===== config.mk =====
export PLATFORM = sky130hd
export DESIGN_NAME = gather_unpacker
export DESIGN_NICKNAME = d
export VERILOG_FILES = /design/src/rtl/gather_unpacker_pkg.sv /design/src/rtl/sync_fifo.sv /design/src/rtl/gather_unpacker.sv
export SDC_FILE = /design/constraint.sdc
export NUM_CORES = 1
export LEC_CHECK = 0
export BUFFER_PORTS_ARGS = -buffer_cell sky130_fd_sc_hd__buf_2
export CORE_MARGIN = 2
export CORE_UTILIZATION = 50
export DETAILED_ROUTE_END_ITERATION = 10
export GPL_ROUTABILITY_DRIVEN = 0
export PLACE_DENSITY = 0.69
export SLEW_MARGIN = 0
export SYNTH_ARGS = -nofsm -noshare
export SYNTH_HDL_FRONTEND = slang
export SYNTH_SLANG_ARGS = --single-unit

===== constraint.sdc =====
create_clock -name clk -period 4.7 [get_ports clk]
set_input_delay 0.47 -clock clk [delete_from_list [all_inputs] [get_ports clk]]
set_output_delay 0.47 -clock clk [all_outputs]
set_load 0.03 [all_outputs]

===== src/rtl/gather_unpacker_pkg.sv =====
// Shared types and constants for the gather receive path.
package gather_unpacker_pkg;

  localparam int unsigned DW          = 34;
  localparam int unsigned PKT_LEN     = 8;
  localparam int unsigned PKT_LEN_LOG = 3;
  localparam int unsigned NB          = PKT_LEN - 2;
  localparam int unsigned SID_W       = 10;

  // Flit type field, carried in data[DW-1:DW-2]
  localparam logic [1:0] HEAD = 2'd0;
  localparam logic [1:0] BODY = 2'd1;
  localparam logic [1:0] TAIL = 2'd2;

  typedef enum logic [1:0] {
    ERR_STRAY  = 2'd0,
    ERR_SHORT  = 2'd1,
    ERR_LONG   = 2'd2,
    ERR_NESTED = 2'd3
  } err_code_e;

  typedef enum logic {
    WAIT_HEAD = 1'b0,
    IN_PKT    = 1'b1
  } state_e;

  function automatic logic [1:0] flit_type(input logic [DW-1:0] flit);
    return flit[DW-1:DW-2];
  endfunction

endpackage


===== src/rtl/sync_fifo.sv =====
// Synchronous FIFO, registered storage, wrap-bit pointers for full/empty.
module sync_fifo #(
  parameter int unsigned WIDTH = 8,
  parameter int unsigned DEPTH = 4
) (
  input  logic             clk,
  input  logic             rst,
  input  logic             push_i,
  input  logic [WIDTH-1:0] data_i,
  input  logic             pop_i,
  output logic [WIDTH-1:0] data_o,
  output logic             full_o,
  output logic             empty_o
);

  localparam int unsigned AW = $clog2(DEPTH);

  logic [AW:0]      wr_q, wr_d;
  logic [AW:0]      rd_q, rd_d;
  logic [WIDTH-1:0] mem_q [DEPTH];
  logic [WIDTH-1:0] mem_d [DEPTH];
  logic             do_push;
  logic             do_pop;

  // Status flags; a push is refused while full even if a pop happens too
  always_comb begin
    empty_o = (wr_q == rd_q);
    full_o  = (wr_q[AW] != rd_q[AW]) && (wr_q[AW-1:0] == rd_q[AW-1:0]);
    do_push = push_i && !full_o;
    do_pop  = pop_i && !empty_o;
  end

  // Next pointers and storage contents
  always_comb begin
    wr_d  = wr_q;
    rd_d  = rd_q;
    mem_d = mem_q;
    if (do_push) begin
      mem_d[wr_q[AW-1:0]] = data_i;
      wr_d = wr_q + (AW+1)'(1);
    end
    if (do_pop) begin
      rd_d = rd_q + (AW+1)'(1);
    end
  end

  // State registers
  always_ff @(posedge clk) begin
    if (rst) begin
      wr_q <= '0;
      rd_q <= '0;
      for (int unsigned i = 0; i < DEPTH; i++) begin
        mem_q[i] <= '0;
      end
    end else begin
      wr_q  <= wr_d;
      rd_q  <= rd_d;
      mem_q <= mem_d;
    end
  end

  assign data_o = empty_o ? '0 : mem_q[rd_q[AW-1:0]];

endmodule


===== src/rtl/gather_unpacker.sv =====
// Receive stage: strips HEAD/TAIL, tags BODY payloads with stream_id, flags malformed packets.
module gather_unpacker #(
  parameter int unsigned FIFO_DEPTH = 4,
  parameter int unsigned SID_W      = gather_unpacker_pkg::SID_W
) (
  input  logic                                clk,
  input  logic                                rst,
  input  logic                                valid_i_nw,
  input  logic [gather_unpacker_pkg::DW-1:0]  data_i_nw,
  output logic                                ready_o_nw,
  output logic                                valid_o_pe,
  output logic [gather_unpacker_pkg::DW-3:0]  data_o_pe,
  output logic [SID_W-1:0]                    sid_o_pe,
  output logic                                last_o_pe,
  input  logic                                ready_i_pe,
  output logic                                err_o,
  output logic [1:0]                          err_code_o
);

  import gather_unpacker_pkg::*;

  localparam int unsigned FW = DW - 2 + SID_W + 1;
  localparam logic [PKT_LEN_LOG-1:0] NB_C    = PKT_LEN_LOG'(NB);
  localparam logic [PKT_LEN_LOG-1:0] NB_LAST = PKT_LEN_LOG'(NB - 1);

  state_e                 state_q, state_d;
  logic [PKT_LEN_LOG-1:0] cnt_q, cnt_d;
  logic [SID_W-1:0]       sid_q, sid_d;
  logic                   err_q, err_d;
  err_code_e              err_code_q, err_code_d;

  logic [1:0]    ftype;
  logic          acc;
  logic          push;
  logic          fifo_full;
  logic          fifo_empty;
  logic [FW-1:0] push_data;
  logic [FW-1:0] pop_data;

  // State, counter, latched stream_id and registered error strobe
  always_ff @(posedge clk) begin
    if (rst) begin
      state_q    <= WAIT_HEAD;
      cnt_q      <= '0;
      sid_q      <= '0;
      err_q      <= 1'b0;
      err_code_q <= ERR_STRAY;
    end else begin
      state_q    <= state_d;
      cnt_q      <= cnt_d;
      sid_q      <= sid_d;
      err_q      <= err_d;
      err_code_q <= err_code_d;
    end
  end

  // Next state: HEAD opens a packet, TAIL closes it
  always_comb begin
    state_d = state_q;
    if (acc) begin
      unique case (state_q)
        WAIT_HEAD: if (ftype == HEAD) state_d = IN_PKT;
        IN_PKT:    if (ftype == TAIL) state_d = WAIT_HEAD;
        default:   state_d = WAIT_HEAD;
      endcase
    end
  end

  // Handshake, push, counter/sid updates and error classification
  always_comb begin
    ftype      = flit_type(data_i_nw);
    ready_o_nw = (state_q == WAIT_HEAD) || (ftype != BODY) || !fifo_full;
    acc        = valid_i_nw && ready_o_nw;
    push       = 1'b0;
    cnt_d      = cnt_q;
    sid_d      = sid_q;
    err_d      = 1'b0;
    err_code_d = ERR_STRAY;
    push_data  = {data_i_nw[DW-3:0], sid_q, (cnt_q == NB_LAST)};
    if (acc) begin
      if (state_q == WAIT_HEAD) begin
        if (ftype == HEAD) begin
          sid_d = data_i_nw[SID_W-1:0];
          cnt_d = '0;
        end else if (ftype == BODY || ftype == TAIL) begin
          err_d      = 1'b1;
          err_code_d = ERR_STRAY;
        end
      end else begin
        unique case (ftype)
          HEAD: begin
            err_d      = 1'b1;
            err_code_d = ERR_NESTED;
            sid_d      = data_i_nw[SID_W-1:0];
            cnt_d      = '0;
          end
          BODY: begin
            if (cnt_q < NB_C) begin
              push  = 1'b1;
              cnt_d = cnt_q + PKT_LEN_LOG'(1);
            end else begin
              err_d      = 1'b1;
              err_code_d = ERR_LONG;
            end
          end
          TAIL: begin
            if (cnt_q != NB_C) begin
              err_d      = 1'b1;
              err_code_d = ERR_SHORT;
            end
          end
          default: ;
        endcase
      end
    end
  end

  sync_fifo #(
    .WIDTH (FW),
    .DEPTH (FIFO_DEPTH)
  ) u_fifo (
    .clk     (clk),
    .rst     (rst),
    .push_i  (push),
    .data_i  (push_data),
    .pop_i   (ready_i_pe),
    .data_o  (pop_data),
    .full_o  (fifo_full),
    .empty_o (fifo_empty)
  );

  assign valid_o_pe = !fifo_empty;
  assign data_o_pe  = pop_data[FW-1:SID_W+1];
  assign sid_o_pe   = pop_data[SID_W:1];
  assign last_o_pe  = pop_data[0];
  assign err_o      = err_q;
  assign err_code_o = err_code_q;

endmodule


# Word level (Yosys, flattened, before mapping)
# Index checks and enable logic that the tools add are counted.
# word_totals
ff_bits	195
input_bits	38
output_inout_bits	48
wordCells	75
# classes
add_sub_neg	3
n_eq_ne	9
n_reduce_logical	17
magnitude_cmp	4
bitwise_logic	4
mux	27
# op_table
op	n
$bwmux 172	1
$mux 43	4
$bmux 43 s2	1
$demux 43 s2	1
$mux 1	12
$add 3x1->3 const B	3
$mux 3	3
$ge 3x3->1 const B	2
$not 2->3	2
$pmux 2 s3	1
$pmux 3 s2	1
$logic_and 1x1->1	5
$reduce_and 4->1	1
$reduce_bool 2->1	2
$eq 3x3->1	1
$eq 3x3->1 const B	1
$logic_or 1x1->1	3
$lt 3x1->1 const B	1
$lt 3x3->1 const B	1
$ne 3x2->1 const B	1
$ne 3x3->1 const B	1
$pmux 1 s3	1
$reduce_or 3->1	1
$eq 2x1->1 const B	1
11 further kinds	13

# Logic depth before layout (Yosys ltp)
# Gate-level depths: netlist of run 1.
# depth
depth_word	7
ltp_mapped	9
mapped_depth_nobuf	6

# Cells and area by module
# A second synthesis of run 1 with hierarchy kept.
# hier_totals
cells_unflattened	857
hier_area_um2	9196.3
# by_module_without_submodules
mod	cells_per_inst	seq_area_each_um2	area_each_um2	n_inst
sync_fifo	756	3563.4	8244.2	1
gather_unpacker	101	340.3	952.2	1

# Least setup slack after synthesis of run 1
# OpenSTA, ideal clock, no wires.
# synth_path
path_type	register -> output
start	register u_fifo.rd_q[1]
end	output data_o_pe[15] (netlist name)
n_path_buf	3
slack_ps	2461
stages_incl_launch_ff	6
arrival_time_ps	1769
t_required_ps	4230
cell_sequence	dfxtp_1 -> buf_6 -> buf_2 -> buf_1 -> mux4_2 -> nor2b_1
# synth_between
elab_chain_cells	5
elab_cells_between_ends	6
cone_classes	eq/ne (1); mux (4); bitwise (1)
# synth_rtl
element	line	source
start, declared	sync_fifo.sv:19	logic [AW:0] rd_q, rd_d;
start signal, assigned	sync_fifo.sv:57	rd_q <= rd_d;
$not 2->3 (not written as such)	sync_fifo.sv:62	assign data_o = empty_o ? '0 : mem_q[rd_q[AW-1:0]];
$bmux 43 s2	sync_fifo.sv:62	
$mux 43 (not written as such) (2 in a row)	sync_fifo.sv:62	
$mux 43 (*)	sync_fifo.sv:62	
end, declared	gather_unpacker.sv:12	output logic [gather_unpacker_pkg::DW-3:0] data_o_pe,
# Mark *: on every way between the ends. The rest lies on a longest branch, timed or not. The select of a mux whose other input is x is not followed.

# Worst setup path after layout of run 1
# layout_path
start	register u_fifo.rd_q[0]
end	output data_o_pe[12] (netlist name)
# The elaborated chain is that of the path after synthesis.

==> results of run 1 <==
-- synthesized netlist by cell type, types with 2 or more instances --
| library cell | instances | area share [%] |
|---|---|---|
| sky130_fd_sc_hd__dfxtp_1 | 195 | 39 |
| sky130_fd_sc_hd__a21oi_1 | 180 | 9.1 |
| sky130_fd_sc_hd__o31ai_1 | 177 | 13 |
| sky130_fd_sc_hd__nand4_1 | 173 | 11 |
| sky130_fd_sc_hd__clkbuf_1 | 99 | 3.8 |
| sky130_fd_sc_hd__mux4_2 | 43 | 9.8 |
| sky130_fd_sc_hd__buf_2 | 27 | 1.4 |
| sky130_fd_sc_hd__and2b_1 | 23 | 1.7 |
| sky130_fd_sc_hd__nor2b_1 | 20 | 1.3 |
| sky130_fd_sc_hd__buf_6 | 18 | 2.1 |
| sky130_fd_sc_hd__nor2_1 | 15 | 0.57 |
| sky130_fd_sc_hd__ha_1 | 12 | 1.5 |
| sky130_fd_sc_hd__mux2i_1 | 12 | 1.2 |
| sky130_fd_sc_hd__inv_1 | 10 | 0.38 |
| sky130_fd_sc_hd__nand2_1 | 7 | 0.27 |
| sky130_fd_sc_hd__buf_1 | 5 | 0.19 |
| sky130_fd_sc_hd__xor2_1 | 5 | 0.44 |
| sky130_fd_sc_hd__nand3_1 | 4 | 0.20 |
| sky130_fd_sc_hd__a2111oi_0 | 3 | 0.27 |
| sky130_fd_sc_hd__clkinv_1 | 3 | 0.11 |
| sky130_fd_sc_hd__xnor2_1 | 3 | 0.27 |
| sky130_fd_sc_hd__a31oi_1 | 2 | 0.13 |
| sky130_fd_sc_hd__and2_1 | 2 | 0.13 |
| sky130_fd_sc_hd__nand2b_1 | 2 | 0.13 |
| sky130_fd_sc_hd__nor3_1 | 2 | 0.10 |
| sky130_fd_sc_hd__o21ai_0 | 2 | 0.10 |
-- sequential cells by signal, summed over array words and instances, names as in the netlist, named ones only --
name          flops
cnt_q             3
err_code_o        2
err_o             1
sid_q            10
u_fifo.mem_q    172
u_fifo.rd_q       3
u_fifo.wr_q       3
-- power by group through the flow --
stage / registers [mW] / logic (mW) / clock network [mW]
6_report: 1.67 / 0.215 / 1.48
4_1_cts: 1.67 / 0.211 / 1.50
3_3_place_gp: 1.71 / 0.211 / 0
5_1_grt: 1.67 / 0.227 / 1.56
2_1_floorplan: 1.70 / 0.145 / 0
3_5_place_dp: 1.71 / 0.210 / 0
-- layout make-up --
type	count	area (sq um)	share of cell area, %
clock buffers	23	488.0	4.525
clock inverters	9	102.6	0.9515
inverters	14	52.55	0.4874
multi-input cells	696	5243	48.62
flip-flops and latches	195	3906	36.23
well taps	265	331.6	3.075
repair buffers	107	659.4	6.115
-- layout by cell type (no fill, tap or decap), types with 4 or more instances in the layout --
cell                        count
sky130_fd_sc_hd__buf_4         17
sky130_fd_sc_hd__ha_1           8
sky130_fd_sc_hd__buf_2         84
sky130_fd_sc_hd__nor2_1        15
sky130_fd_sc_hd__a21oi_1      179
sky130_fd_sc_hd__nand2_1        6
sky130_fd_sc_hd__nor2b_1       20
sky130_fd_sc_hd__xor2_1         5
sky130_fd_sc_hd__and2b_1       23
sky130_fd_sc_hd__clkinv_2       4
sky130_fd_sc_hd__dfxtp_1      193
sky130_fd_sc_hd__nand4_1      173
sky130_fd_sc_hd__mux2i_1       12
sky130_fd_sc_hd__clkbuf_16     17
sky130_fd_sc_hd__nand3_1        4
sky130_fd_sc_hd__ha_2           4
sky130_fd_sc_hd__o31ai_1      177
sky130_fd_sc_hd__buf_12         5
sky130_fd_sc_hd__clkbuf_8       4
sky130_fd_sc_hd__mux4_2        43
sky130_fd_sc_hd__inv_1         10
-- metal layers --
layer  vias up  track usage (%)  share of wire (%)
met5         -                0                  0
met4         0            8.840                1.4
met3        34            4.570                6.8
met2       397            40.48                 47
met1      4439            40.55                 45
li1       4077                -                  -
-- worst max-delay path by stage --
| stage | from | endpoint | slack, ns | cells after the start |
|---|---|---|---|---|
| after floorplan | u_fifo.rd_q[1] | data_o_pe[15] | 2.46 | 5 |
| after global placement | data_i_nw[33] | u_fifo.mem_q[13] | 1.75 | 8 |
| after detailed placement | data_i_nw[33] | u_fifo.mem_q[144] | 1.69 | 8 |
| after CTS | u_fifo.rd_q[0] | data_o_pe[12] | 1.37 | 4 |
| after global routing | u_fifo.rd_q[0] | data_o_pe[12] | 1.22 | 4 |
| final | u_fifo.rd_q[0] | data_o_pe[12] | 1.42 | 4 |
-- worst register-to-register path, stage by stage (launching register included) --
cell and delay [ns]:
sky130_fd_sc_hd__dfxtp_2 0.83, sky130_fd_sc_hd__xor2_1 0.35, sky130_fd_sc_hd__o31ai_4 0.93, sky130_fd_sc_hd__buf_4 0.50, sky130_fd_sc_hd__o31ai_1 0.12, sky130_fd_sc_hd__a21oi_1 0.19
-- cell families (layout without fill, tap and decap cells) --
group | after synthesis | after routing
buffers and inverters | 164 | 153
muxes | 55 | 55
adders and majority gates | 12 | 12
xor gates and xnor gates | 8 | 8
and+or+nand+nor | 250 | 250
DFF | 195 | 195
AOI/OAI and AO/OA | 371 | 371
==> flow_summary.json, run 1 <==
{
  "initial_core_util_pct": 50.95,
  "cell_internal_pwr_mw": 2.545,
  "synth_area_sq_um": 9883,
  "rsz0062_at_grt": "no",
  "hp-class": "in2reg",
  "clock-root-buffer": "sky130_fd_sc_hd__clkbuf_16",
  "critPathKind": "reg2out",
  "number_of_filler_instances_in_the_final_layout": 1741,
  "placementRows": 51,
  "track_usage_pct": 27.33,
  "syn2layout_area_growth_pct": 9.102,
  "final_layout_size_suffix_gt1_share_pct": 18.39,
  "first_global_vias": 8278,
  "gr-total-overflow": 0,
  "worst_skew_pair.late_latency_ns": 0.44,
  "grt_pass1_wl_um": 45470,
  "worst_setup_path_end_kind": "primary output",
  "run_status": "finished clean",
  "critical_path.max_fanout": 28,
  "synth_top_family_by_area": "compound AO/OA/AOI/OAI gates",
  "worst_hold_path.num_cells": 2,
  "power_density_nw_per_um2": 312.1,
  "wl_per_cell_um": 22.10,
  "boundaryPins": 86,
  "antenna_cells": 0,
  "final_net_count": 1081,
  "yosysUniqueCellTypes": 37,
  "cts.clk_slew.worst_paths_ns": 0.07,
  "tritoncts.num_buffers": 17,
  "rr_startpoint": "u_fifo.rd_q[0]",
  "cp-start-kind": "register",
  "seq_power_share_pct": 49.6,
  "finalCoreUtilization_pct": 55.59,
  "ant_nets": 0,
  "yosysWarnings": 0,
  "report.final.slew_viol_count": 0,
  "share_clk_of_total_power_pct": 44.0,
  "synth_nets": 1105,
  "finish.cell_count_without_fillers": 1309,
  "floorplan.core_area_sq_um": 19400,
  "route.detailed.drc": 0,
  "grt_start_max_net_pins": 176,
  "clock_tree_from_tritoncts": "built",
  "async_sr_flop_fraction_pct": 0,
  "ctsLongestPathBuffers": 2,
  "count_of_h_tree_levels_built_during_cts": 4,
  "critical_path.max_stage_delay_ns": 0.83,
  "postSynthRegisterBits": 195,
  "firstDrtPassIters": 5,
  "post-route-min-period_ns": 3.278,
  "antenna_found_initial": 0,
  "worstPathCellList": "buf_4 > mux4_2 > and2b_1 > buf_2",
  "max_slew_headroom_pct": 21.76,
  "synth_xor_area_share_pct": 0.7090,
  "placed_cells_incl_taps": 1277,
  "period_share_pct": 69.74,
  "synth_edf_count": 0,
  "cts-resized-gates": 0,
  "cts_hold_repair.buffers": 0,
  "fmax_mhz": 305.1,
  "drv.max_cap_violation_count": 0,
  "ys_seq_area_share_pct": 39.50,
  "setup-tns-final_ns": 0,
  "simple_gate_share_of_the_synthesized_area_pct": 15.50,
  "dp_worst_setup_slack_ns": 1.688,
  "die_width_um": 144.6,
  "fp.dieH_um": 144.6,
  "postSynthAreaPerCell_sq_um": 9.368,
  "detail_route.iter0.violations": 1302,
  "synth.mux.area_fraction_pct": 11.01,
  "post-dp-hpwl_um": 14150,
  "final_critical_path_setup_slack_ns": 1.422,
  "stdcell_area_sq_um": 10780,
  "placement.io_buffers": 85,
  "critical_path.n_buffers_inverters": 2,
  "worstPathRequired_ns": 4.23,
  "avgViaCountPerCell": 6.835,
  "synth_flop_cell": "sky130_fd_sc_hd__dfxtp_1",
  "slowest_stage_cell_on_the_critical_path": "sky130_fd_sc_hd__dfxtp_2",
  "power.total_mw": 3.366,
  "number_of_failing_setup_endpoints_in_the_final_timing_report": 0,
  "cts_num_sinks": 195,
  "whs_ns": 0.2775,
  "ir_worst_vdd_mv": 0.2665,
  "postRouteWirelength_um": 28930,
  "yosys.area_share.adder_pct": 1.519,
  "power.combinational.fraction_pct": 6.4,
  "critical_path_arrival_ns": 2.81,
  "worst-r2r-setup-slack_ns": 1.71,
  "via_count": 8947,
  "worstRegToRegCells": 5,
  "synth_compound_gate_area_share_pct": 23.81,
  "netlist_instances": 1055,
  "holdCritStartpoint": "data_i_nw[33]",
  "tightestPinTransition_ns": 1.174,
  "path_delay_family": "flip-flops",
  "dieArea_sq_um": 20910,
  "final-hold-violation-count": 0,
  "dpl-instance-area_sq_um": 10190,
  "power.switching_mw": 0.8211,
  "worst_r2r_endpoint": "u_fifo.mem_q[8]",
  "skew_ns": 0.01372,
  "cts.repair_timing.setup_buffer_count": 0,
  "p_leak_nw": 3.418,
  "power.share.switching_pct": 24.40
}
Note: power is estimated with default switching activity, not from simulation.
==> run 2: changes to the inputs <==
PLACE_DENSITY = 0.71   (was 0.69)
clock period = 2.75 ns   (was 4.7 ns; I/O delays follow)
==> run 2 against run 1 <==
  * Combinational power is 77% higher
  * Count of clock-buffer cells in the layout is 3 lower
  * Clock power is 68% higher
  * Clock skew is 0.0054 ns lower
  * Non-clock buffer count is 12 higher
  * Critical path depth is 1 higher
  * Largest cell class unchanged
==> flow_summary.json, run 2 (synthesized netlist as in run 1, its figures left out) <==
{
  "final-hold-violation-count": 0,
  "final_common_cell": "sky130_fd_sc_hd__dfxtp_1",
  "hp-class": "in2reg",
  "worst_hold_path.num_cells": 2,
  "post-dp-hpwl_um": 15060,
  "number_of_filler_instances_in_the_final_layout": 1733,
  "power.total_mw": 5.716,
  "worst_r2r_endpoint": "u_fifo.mem_q[51]",
  "count_of_h_tree_levels_built_during_cts": 4,
  "dp_worst_setup_slack_ns": 0.4045,
  "met2_wirelength_um": 13260,
  "cts_hold_repair.buffers": 0,
  "m1WireLength_um": 12790,
  "max_slew_headroom_pct": 40.21,
  "setup-tns-final_ns": 0,
  "critical_path.max_fanout": 33,
  "finish.cell_count_without_fillers": 1321,
  "worst-r2r-setup-slack_ns": 0.56,
  "route.top_layer_used": "met4",
  "die_width_um": 144.6,
  "syn2layout_area_growth_pct": 10.75,
  "antenna_found_initial": 0,
  "placementRows": 51,
  "rsz0062_at_grt": "no",
  "cts.repair_timing.setup_buffer_count": 0,
  "worst_setup_path_end_kind": "primary output",
  "power_density_nw_per_um2": 522.2,
  "largest_register_ff_count": 172,
  "worstRegToRegCells": 5,
  "final_critical_path_setup_slack_ns": 0.1660,
  "most_frequent_cells_in_the_layout": "sky130_fd_sc_hd__dfxtp_1, sky130_fd_sc_hd__a21oi_1, sky130_fd_sc_hd__o31ai_1, sky130_fd_sc_hd__nand4_1, sky130_fd_sc_hd__buf_2",
  "ctsLongestPathBuffers": 2,
  "detailroute.wirelength.met3_um": 2186,
  "worst_skew_pair.late_latency_ns": 0.43,
  "dieArea_sq_um": 20910,
  "ant_nets": 0,
  "boundaryPins": 86,
  "dpl-instance-area_sq_um": 10360,
  "final_layout_size_suffix_gt1_share_pct": 19.41,
  "period_share_pct": 93.96,
  "critical_path_arrival_ns": 2.31,
  "fmax_mhz": 387.0,
  "number_of_failing_setup_endpoints_in_the_final_timing_report": 0,
  "final_net_count": 1093,
  "rr_startpoint": "u_fifo.wr_q[1]",
  "skew_ns": 0.008345,
  "clock_tree_from_tritoncts": "built",
  "crit_start": "u_fifo.wr_q[0]",
  "wl_per_cell_um": 21.68,
  "worstSetupEndpoint": "data_o_pe[30]",
  "ir_worst_vdd_mv": 0.4167,
  "grt_pass1_wl_um": 45430,
  "via_count": 8983,
  "drv.max_cap_violation_count": 0,
  "report.final.slew_viol_count": 0,
  "run_status": "finished clean",
  "stdcell_area_sq_um": 10950,
  "placement.io_buffers": 85,
  "fp.dieH_um": 144.6,
  "critPathKind": "reg2out",
  "tightestPinTransition_ns": 0.8968,
  "gr-total-overflow": 0,
  "floorplan.core_area_sq_um": 19400,
  "post-route-min-period_ns": 2.584,
  "cts_num_sinks": 195,
  "firstDrtPassIters": 6,
  "cts-resized-gates": 0,
  "antenna_cells": 0,
  "postRouteWirelength_um": 28640,
  "cp-start-kind": "register",
  "detail_route.iter0.violations": 1292,
  "track_usage_pct": 27.31,
  "initial_core_util_pct": 50.95,
  "first_global_vias": 8318,
  "placed_cells_incl_taps": 1289,
  "clock-root-buffer": "sky130_fd_sc_hd__clkbuf_16",
  "finalCoreUtilization_pct": 56.42,
  "whs_ns": 0.08218,
  "avgViaCountPerCell": 6.800,
  "route.detailed.drc": 0,
  "worstPathRequired_ns": 2.48,
  "cts.clk_slew.worst_paths_ns": 0.07,
  "grt_start_max_net_pins": 178,
  "tritoncts.num_buffers": 17,
  "reg.largest.list": "u_fifo.mem_q (172), sid_q (10)",
  "p_leak_nw": 3.508,
  "max_flop_register": "u_fifo.mem_q"
}
[run 2: report_power, final]
part           switching (mW)  internal [mW]  total, mW
Clock                    1.10           1.39       2.49
Sequential             0.0132           2.84       2.85
Combinational           0.288         0.0923      0.380
[run 2: per-layer routing]
layer	vias to the layer above	track usage (%)
met1	4452	40.67
li1	4094	-
met4	0	8.227
met3	34	3.576
met5	-	0
met2	403	41.36
[run 2: how the worst min path moves through the flow]
stage | from | to | slack (ns)
after global routing | data_i_nw[33] | register | 0.1
after global placement | u_fifo.mem_q[22] | u_fifo.mem_q[22] | 0.45
after detailed placement | u_fifo.mem_q[78] | u_fifo.mem_q[78] | 0.46
after CTS | data_i_nw[33] | register | 0.07
final | data_i_nw[33] | register | 0.08
after floorplan | data_i_nw[33] | register | 0.38
[run 2: area by class of cell]
cell class	count	area, sq um	area share (%)
tap	265	331.6	3.029
clock inverter	12	131.4	1.200
inverter	14	52.55	0.4801
sequential	195	3906	35.69
multi-input combinational	696	5243	47.90
clock buffer	20	456.7	4.172
timing repair buffer	119	824.5	7.533
[run 2: critical path, stage by stage (launching register included)]
cell                      delay [ns]
sky130_fd_sc_hd__dfxtp_1        0.49
sky130_fd_sc_hd__xor2_1         0.51
sky130_fd_sc_hd__nor3_2         0.11
sky130_fd_sc_hd__buf_4          0.29
sky130_fd_sc_hd__nor2b_1        0.24
sky130_fd_sc_hd__buf_2          0.24
